`src/rtl/uart_pkg.sv`:
```
// Shared types and constants for the UART bus responder.
package uart_pkg;

    localparam int DATA_BITS = 8;

    typedef enum logic [1:0] {
        TX_IDLE,
        TX_START,
        TX_DATA,
        TX_STOP
    } tx_state_t;

    typedef enum logic [1:0] {
        RX_IDLE,
        RX_START,
        RX_DATA,
        RX_STOP
    } rx_state_t;

endpackage

```
`src/rtl/uart_sync2.sv`:
```
// Two-flop synchronizer for a single asynchronous input, with a selectable reset value.
module uart_sync2 #(
    parameter logic RESET_VAL = 1'b1
) (
    input  logic CLK,
    input  logic RST,
    input  logic d,
    output logic q
);

    logic meta_reg;
    logic sync_reg;

    always_ff @(posedge CLK or posedge RST) begin
        if (RST) begin
            meta_reg <= RESET_VAL;
            sync_reg <= RESET_VAL;
        end else begin
            meta_reg <= d;
            sync_reg <= meta_reg;
        end
    end

    assign q = sync_reg;

endmodule

```
`src/rtl/uart_bus_responder.sv`:
```
// Device side of the CPU parallel UART bus: 8N1 transmitter and receiver behind rdn/wrn strobes.
// Define UART_LOOPBACK_EN to feed the receiver from the internal txd instead of the rxd pin.
module uart_bus_responder
    import uart_pkg::*;
#(
    parameter int CLKS_PER_BIT = 434
) (
    input  logic       CLK,
    input  logic       RST,
    input  logic       rdn,
    input  logic       wrn,
    input  logic [7:0] data_in,
    output logic [7:0] data_out,
    output logic       data_oe,
    output logic       data_ready,
    output logic       tbre,
    output logic       tsre,
    output logic       rx_overrun,
    output logic       rx_frame_err,
    input  logic       rxd,
    output logic       txd
);

    localparam int CW = $clog2(CLKS_PER_BIT + 1);
    localparam logic [CW-1:0] CNT_LAST = CW'(CLKS_PER_BIT - 1);
    localparam logic [CW-1:0] CNT_HALF = CW'(CLKS_PER_BIT / 2 - 1);
    localparam logic [2:0]    BIT_LAST = 3'(DATA_BITS - 1);

    logic txd_reg, txd_next;
    logic rx_src;

`ifdef UART_LOOPBACK_EN
    assign rx_src = txd_reg;
`else
    assign rx_src = rxd;
`endif

    // Synchronizers: bit 0 = rdn, bit 1 = wrn, bit 2 = serial receive input
    logic [2:0] sync_in;
    logic [2:0] sync_out;
    assign sync_in = {rx_src, wrn, rdn};

    genvar gi;
    generate
        for (gi = 0; gi < 3; gi++) begin : g_sync
            uart_sync2 #(.RESET_VAL(1'b1)) u_sync (
                .CLK (CLK),
                .RST (RST),
                .d   (sync_in[gi]),
                .q   (sync_out[gi])
            );
        end
    endgenerate

    logic rd_s, wr_s, rx_s;
    assign rd_s = sync_out[0];
    assign wr_s = sync_out[1];
    assign rx_s = sync_out[2];

    // Registered edge pulses give a fixed, glitch-free strobe to the datapath
    logic rd_d_reg, wr_d_reg, rd_rise_reg, wr_fall_reg;

    always_ff @(posedge CLK or posedge RST) begin
        if (RST) begin
            rd_d_reg    <= 1'b1;
            wr_d_reg    <= 1'b1;
            rd_rise_reg <= 1'b0;
            wr_fall_reg <= 1'b0;
        end else begin
            rd_d_reg    <= rd_s;
            wr_d_reg    <= wr_s;
            rd_rise_reg <= ~rd_d_reg & rd_s;
            wr_fall_reg <= wr_d_reg & ~wr_s;
        end
    end

    // ---------------- transmitter ----------------
    tx_state_t tx_state_reg, tx_state_next;
    logic [CW-1:0] tx_cnt_reg, tx_cnt_next;
    logic [2:0]    tx_bit_reg, tx_bit_next;
    logic [7:0]    tx_shift_reg, tx_shift_next;
    logic [7:0]    thr_reg, thr_next;
    logic          thr_full_reg, thr_full_next;
    logic          tsre_reg, tsre_next;

    always_comb begin
        tx_state_next = tx_state_reg;
        tx_cnt_next   = tx_cnt_reg;
        tx_bit_next   = tx_bit_reg;
        tx_shift_next = tx_shift_reg;
        thr_next      = thr_reg;
        thr_full_next = thr_full_reg;
        tsre_next     = tsre_reg;
        txd_next      = txd_reg;

        if (wr_fall_reg && !thr_full_reg) begin
            thr_next      = data_in;
            thr_full_next = 1'b1;
        end

        case (tx_state_reg)
            TX_IDLE: begin
                txd_next = 1'b1;
                if (thr_full_reg) begin
                    tx_shift_next = thr_reg;
                    thr_full_next = 1'b0;
                    tsre_next     = 1'b0;
                    tx_cnt_next   = '0;
                    txd_next      = 1'b0;
                    tx_state_next = TX_START;
                end
            end
            TX_START: begin
                if (tx_cnt_reg == CNT_LAST) begin
                    tx_cnt_next   = '0;
                    tx_bit_next   = '0;
                    txd_next      = tx_shift_reg[0];
                    tx_state_next = TX_DATA;
                end else begin
                    tx_cnt_next = tx_cnt_reg + 1'b1;
                end
            end
            TX_DATA: begin
                if (tx_cnt_reg == CNT_LAST) begin
                    tx_cnt_next = '0;
                    if (tx_bit_reg == BIT_LAST) begin
                        txd_next      = 1'b1;
                        tx_state_next = TX_STOP;
                    end else begin
                        tx_bit_next   = tx_bit_reg + 1'b1;
                        tx_shift_next = {1'b0, tx_shift_reg[7:1]};
                        txd_next      = tx_shift_reg[1];
                    end
                end else begin
                    tx_cnt_next = tx_cnt_reg + 1'b1;
                end
            end
            TX_STOP: begin
                if (tx_cnt_reg == CNT_LAST) begin
                    tx_cnt_next = '0;
                    // A byte already waiting starts right away, with no idle bit
                    if (thr_full_reg) begin
                        tx_shift_next = thr_reg;
                        thr_full_next = 1'b0;
                        txd_next      = 1'b0;
                        tx_state_next = TX_START;
                    end else begin
                        tsre_next     = 1'b1;
                        tx_state_next = TX_IDLE;
                    end
                end else begin
                    tx_cnt_next = tx_cnt_reg + 1'b1;
                end
            end
            default: tx_state_next = TX_IDLE;
        endcase
    end

    always_ff @(posedge CLK or posedge RST) begin
        if (RST) begin
            tx_state_reg <= TX_IDLE;
            tx_cnt_reg   <= '0;
            tx_bit_reg   <= '0;
            tx_shift_reg <= '0;
            thr_reg      <= '0;
            thr_full_reg <= 1'b0;
            tsre_reg     <= 1'b1;
            txd_reg      <= 1'b1;
        end else begin
            tx_state_reg <= tx_state_next;
            tx_cnt_reg   <= tx_cnt_next;
            tx_bit_reg   <= tx_bit_next;
            tx_shift_reg <= tx_shift_next;
            thr_reg      <= thr_next;
            thr_full_reg <= thr_full_next;
            tsre_reg     <= tsre_next;
            txd_reg      <= txd_next;
        end
    end

    // ---------------- receiver ----------------
    rx_state_t rx_state_reg, rx_state_next;
    logic [CW-1:0] rx_cnt_reg, rx_cnt_next;
    logic [2:0]    rx_bit_reg, rx_bit_next;
    logic [7:0]    rx_shift_reg, rx_shift_next;
    logic          rx_done_reg, rx_done_next;
    logic          rx_stop_reg, rx_stop_next;

    always_comb begin
        rx_state_next = rx_state_reg;
        rx_cnt_next   = rx_cnt_reg;
        rx_bit_next   = rx_bit_reg;
        rx_shift_next = rx_shift_reg;
        rx_done_next  = 1'b0;
        rx_stop_next  = rx_stop_reg;

        case (rx_state_reg)
            RX_IDLE: begin
                if (!rx_s) begin
                    rx_cnt_next   = '0;
                    rx_state_next = RX_START;
                end
            end
            RX_START: begin
                // Half-bit re-check rejects glitches and aligns later samples to mid-bit
                if (rx_cnt_reg == CNT_HALF) begin
                    rx_cnt_next   = '0;
                    rx_bit_next   = '0;
                    rx_state_next = rx_s ? RX_IDLE : RX_DATA;
                end else begin
                    rx_cnt_next = rx_cnt_reg + 1'b1;
                end
            end
            RX_DATA: begin
                if (rx_cnt_reg == CNT_LAST) begin
                    rx_cnt_next   = '0;
                    rx_shift_next = {rx_s, rx_shift_reg[7:1]};
                    rx_bit_next   = rx_bit_reg + 1'b1;
                    if (rx_bit_reg == BIT_LAST) begin
                        rx_state_next = RX_STOP;
                    end
                end else begin
                    rx_cnt_next = rx_cnt_reg + 1'b1;
                end
            end
            RX_STOP: begin
                if (rx_cnt_reg == CNT_LAST) begin
                    rx_cnt_next   = '0;
                    rx_done_next  = 1'b1;
                    rx_stop_next  = rx_s;
                    rx_state_next = RX_IDLE;
                end else begin
                    rx_cnt_next = rx_cnt_reg + 1'b1;
                end
            end
            default: rx_state_next = RX_IDLE;
        endcase
    end

    always_ff @(posedge CLK or posedge RST) begin
        if (RST) begin
            rx_state_reg <= RX_IDLE;
            rx_cnt_reg   <= '0;
            rx_bit_reg   <= '0;
            rx_shift_reg <= '0;
            rx_done_reg  <= 1'b0;
            rx_stop_reg  <= 1'b1;
        end else begin
            rx_state_reg <= rx_state_next;
            rx_cnt_reg   <= rx_cnt_next;
            rx_bit_reg   <= rx_bit_next;
            rx_shift_reg <= rx_shift_next;
            rx_done_reg  <= rx_done_next;
            rx_stop_reg  <= rx_stop_next;
        end
    end

    // Holding register and status; a read clear in the same cycle frees the slot for a new byte
    logic [7:0] hold_reg;
    logic       data_ready_reg, overrun_reg, frame_err_reg;

    always_ff @(posedge CLK or posedge RST) begin
        if (RST) begin
            hold_reg       <= '0;
            data_ready_reg <= 1'b0;
            overrun_reg    <= 1'b0;
            frame_err_reg  <= 1'b0;
        end else begin
            if (rd_rise_reg) begin
                data_ready_reg <= 1'b0;
                overrun_reg    <= 1'b0;
                frame_err_reg  <= 1'b0;
            end
            if (rx_done_reg) begin
                if (rx_stop_reg) begin
                    if (!data_ready_reg || rd_rise_reg) begin
                        hold_reg       <= rx_shift_reg;
                        data_ready_reg <= 1'b1;
                    end else begin
                        overrun_reg <= 1'b1;
                    end
                end else begin
                    frame_err_reg <= 1'b1;
                end
            end
        end
    end

    assign data_out     = hold_reg;
    assign data_oe      = ~rdn;
    assign data_ready   = data_ready_reg;
    assign tbre         = ~thr_full_reg;
    assign tsre         = tsre_reg;
    assign rx_overrun   = overrun_reg;
    assign rx_frame_err = frame_err_reg;
    assign txd          = txd_reg;

endmodule

```
`config.mk`:
```
export PLATFORM = sky130hd
export DESIGN_NAME = uart_bus_responder
export DESIGN_NICKNAME = d
export VERILOG_FILES = /design/src/rtl/uart_pkg.sv /design/src/rtl/uart_sync2.sv /design/src/rtl/uart_bus_responder.sv
export SDC_FILE = /design/constraint.sdc
export NUM_CORES = 1
export LEC_CHECK = 0
export ABC_AREA = 1
export CAP_MARGIN = 20
export CORE_UTILIZATION = 35
export CTS_BUF_LIST = sky130_fd_sc_hd__clkbuf_16
export DETAILED_ROUTE_END_ITERATION = 8
export PLACE_DENSITY = 0.57
export RECOVER_POWER = 100
export SETUP_SLACK_MARGIN = 0.5
export SLEW_MARGIN = 20
export SYNTH_ARGS = -nofsm -noshare
export SYNTH_HDL_FRONTEND = slang
export SYNTH_HIERARCHICAL = 1
export SYNTH_SLANG_ARGS = --single-unit
```
`constraint.sdc`:
```
create_clock -name CLK -period 3.9 [get_ports CLK]
set_clock_uncertainty 0.05 [all_clocks]
set_input_delay 0.78 -clock CLK [delete_from_list [all_inputs] [get_ports CLK]]
set_output_delay 0.78 -clock CLK [all_outputs]
set_load 0.1 [all_outputs]
```
# Yosys cells after proc, flatten, opt, wreduce, memory -nomap -nowiden
# Index checks and enable logic that the tools add are counted.
# totals
out_inout_bits	15
ff_bits	78
word_cells	144
in_bits	13
# classes
n_bitwise	6
n_reduce_logical	22
n_addsub	4
n_mux	60
n_eq_ne	24
# ops
op	n
$mux 9	5
$mux 8	4
$pmux 9 s3	1
$ne 2x2->1 const B	13
$mux 1	25
$pmux 8 s3	1
$mux 2	11
$add 9x1->9 const B	2
$eq 9x9->1 const B	2
$pmux 9 s2	1
$pmux 2 s4	2
$reduce_and 4->1	4
$mux 3	5
$pmux 3 s2	2
$reduce_and 5->1	2
$eq 9x8->1 const B	1
$eq 2x2->1 const B	4
$add 3x1->3 const B	2
$eq 3x3->1 const B	2
$reduce_and 3->1	2
$reduce_bool 2->1	3
$eq 2x1->1 const B	2
$logic_not 2->1	2
$not 1->1	4
other kinds (10)	14

# Depth between registers and ports, before layout
# depth
word_depth	6
ltp_mapped	11
ltp_nobuf	10

# By module
# The synthesis kept the hierarchy.
# modules_own_cells
module	cells_per_inst	instances	area_each_um2
uart_bus_responder	377	1	3420.8
uart_sync2	3	3	56.3

# Worst setup path before layout
# No wires, ideal clock.
# synth_path
path_type	input to output
startpoint	input port rdn
endpoint	output port data_oe
cell_stages	1
setup_slack_ps	1713
required_ps	3070
t_arrival_ps	1357
path_buffers	0
cell_sequence	inv_1
# synth_via
elab_chain_cells	1
# synth_rtl
item	line_no	source
start: declaration	uart_bus_responder.sv:10	input logic rdn,
$not 1->1	uart_bus_responder.sv:290	assign data_oe = ~rdn;
end: declaration	uart_bus_responder.sv:14	output logic data_oe,
# Every way passes these cells.

# Worst setup path in the final report
# Ends and elaborated chain as after synthesis.

==> results.yml <==
timing:
  worst_slew_pin_slew_ps: 1279
  drv_slew: 0
  timing.setup.tns_ps: 0
  rsz0062_at_grt: "false"
  finalCriticalPeriod_ps: 3073
  hold_viol: 0
  setup-violations-final: 0
  fin_ws_ps: 826.8
  slew_headroom: 0.1465
  period_share: 0.7880
  fmax_mhz: 325.4
  holdWs_ps: 305.3
synth:
  netlist_area_um2: 3590
  synth_edf_count: 0
  ys_types: 33
  yosysWarnings: 6
  synth_top_cells_by_area: "dfrtp_1, nand2_1, dfstp_2"
  synth.top_cell.area_share: 0.4671
  yosysTopAreaCell: "dfrtp_1"
  syn-num-nets: 413
  netlist_instances: 386
  ys_seq_area_frac: 0.5476
  ys.flop_type: "dfrtp_1"
  async_flop_share: 1.000
  syn_avg_cell_area_um2: 9.300
  ys_ff_latch: 78
clock_network:
  cts_root_buffer: "clkbuf_16"
  path_clk_slew_ps: 60
  cts_made_buffers: 9
  h-tree-depth: 3
  clk_latency_ps: 330
  cts_sinks: 78
  clockBufferDepth: 2
  cts_resized: 0
  postCtsHoldBufs: 0
  cts_tree: "built"
  post_cts_buffers: 0
drt:
  wl_um: 6823
  post_drt_via_cell_ratio: 4.677
  vias: 2605
  routedWlPerCell_um: 12.25
  ant_nets: 0
  drt_iter0_drc: 116
  drc_errors: 0
  first_pass_iters: 4
placement:
  dp_cells: 541
  pre_cts_slack_ps: 1377
  hpwlAfterDp_um: 4787
  gp_congestion: 0.7908
  io_buffers: 27
worst_hold_path:
  hold_class: "register to register"
  hold_end: "g_sync[2].u_sync/q$_DFF_PP1_"
  hold_start: "g_sync[2].u_sync/meta_reg$_DFF_PP1_"
  min_path_cells: 0
worst_setup_path:
  cp-start-kind: "input pin"
  cp-end-kind: "output port"
  rr_startpoint: "tx_state_reg[0]$_DFFE_PP0P_"
  required_ps: 3070
  rrSetupSlack_ps: 1490
  crit_fanout: 2
  reg2reg_to: "tx_shift_reg[5]$_DFFE_PP0P_"
  ff2ff_path_depth: 7
  worstPathArrival_ps: 2240
  critical_path_class: "input pin to output port"
layout:
  syn2layout_area_growth_pct: 19.83
  antenna-diode-count: 0
  nNetsFinal: 446
  nFillCells: 953
  multi_input_area_um2: 1373
  stdcell_count: 557
  drive_gt1_frac: 0.1085
  utilization: 0.4361
  seq_area_um2: 1966
floorplan:
  fp-row-count: 36
  die-height_um: 103.3
  die_w_um: 103.3
  design.core.area_um2: 9864
  start_util: 0.3639
  io_pins: 28
  die-area_um2: 10670
status:
  status: "finished clean"
global_route:
  antenna_found_initial: 0
  grt_pass1_wl_um: 11740
  grt_max_degree: 41
  track_usage: 0.1454
  grt_pass1_vias: 2606
  overflow: 0
run:
  cap_violations: 0
power:
  p_leak_nw: 2.031
  powerDensity_nw_per_um2: 608.7
  ir_worst_vdd_uv: 295.9
==> cell families (layout without fill, tap and decap cells) <==
logic type,after synthesis,count (layout),share of synthesized area
and+or+nand+nor,149,149,0.1795
DFF,78,78,0.5476
AOI/OAI and AO/OA,71,71,0.1136
buffers and inverters,58,96,0.06518
adders and majority gates,14,14,0.04880
muxes,9,9,0.02823
xor gates and xnor gates,7,7,0.01708
==> worst max-delay path, stage by stage <==
cell and delay [ps]:
dlygate4sd3_1 550, inv_1 60, clkbuf_1 850
==> placed cells by master (no fill, tap or decap) <==
| cell | instances |
|---|---|
| a211oi_1 | 1 |
| a21oi_1 | 4 |
| a22o_1 | 2 |
| a22oi_1 | 1 |
| a311oi_1 | 1 |
| and2_1 | 1 |
| buf_12 | 1 |
| bufinv_16 | 2 |
| clkbuf_1 | 1 |
| clkbuf_16 | 9 |
| clkdlybuf4s50_1 | 8 |
| clkinvlp_2 | 1 |
| clkinvlp_4 | 2 |
| dfrtp_1 | 67 |
| dfstp_1 | 2 |
| dfstp_2 | 9 |
| dlygate4sd3_1 | 18 |
| ha_1 | 14 |
| inv_1 | 53 |
| inv_6 | 1 |
| mux2_2 | 9 |
| nand2_1 | 92 |
| nand2_2 | 7 |
| nand3_1 | 16 |
| nand3b_1 | 1 |
| nand4_1 | 6 |
| nor2_1 | 18 |
| nor3_1 | 5 |
| nor3_2 | 2 |
| o21ai_0 | 51 |
| o21ai_2 | 2 |
| o22ai_1 | 5 |
| o31ai_1 | 4 |
| or2_2 | 1 |
| xnor2_1 | 1 |
| xor2_1 | 6 |
==> worst max-delay path by stage <==
stage,from,to,slack (ps)
5_1_grt,rdn,data_oe,790
2_1_floorplan,RST,async pin,1250
3_3_place_gp,thr_full_reg$_DFF_PP0_,tbre,1400
6_report,rdn,data_oe,830
3_5_place_dp,thr_full_reg$_DFF_PP0_,tbre,1380
4_1_cts,thr_full_reg$_DFF_PP0_,tbre,1020
==> per-stage QoR <==
step                      instance area [um2]  power, mW
final                                    4302      2.618
after detailed placement                 4006      1.789
after global routing                     4302      2.788
after CTS                                4323      2.675
after global placement                   4006      1.781
after floorplan                          3590      1.644
==> layer usage <==
layer / vias up / wire, um / track usage
met1: 1252 / 3231 / 0.1833
met4: 0 / 71 / 0.06501
li1: 1324 / - / -
met3: 7 / 140 / 0.02823
met2: 22 / 3380 / 0.2431
met5: - / 0 / 0
==> synth_stat cells (all sizes together) (4+ instances only) <==
cell type and count:
a21oi 4, buf 4, dfrtp 67, dfstp 11, ha 14, inv 51, mux2 9, nand2 99
nand3 16, nand4 6, nor2 18, nor3 7, o21ai 53, o22ai 5, o31ai 4, xor2 6
==> power breakdown <==
group | internal [mW] | leakage [nW] | switching (mW)
Clock | 0.558 | 0.155 | 0.320
Combinational | 0.232 | 0.881 | 0.471
Sequential | 0.953 | 0.995 | 0.0851
Total | 1.74 | 2.03 | 0.876
==> cell type report <==
class | count | share of cell area
clock inverters | 7 | 0.02123
well taps | 133 | 0.03869
flip-flops and latches | 78 | 0.4570
clock buffers | 9 | 0.05236
repair buffers | 28 | 0.06603
inverters | 52 | 0.04567
multi-input cells | 250 | 0.3191
No activity file was read; power rests on OpenSTA's default activity.
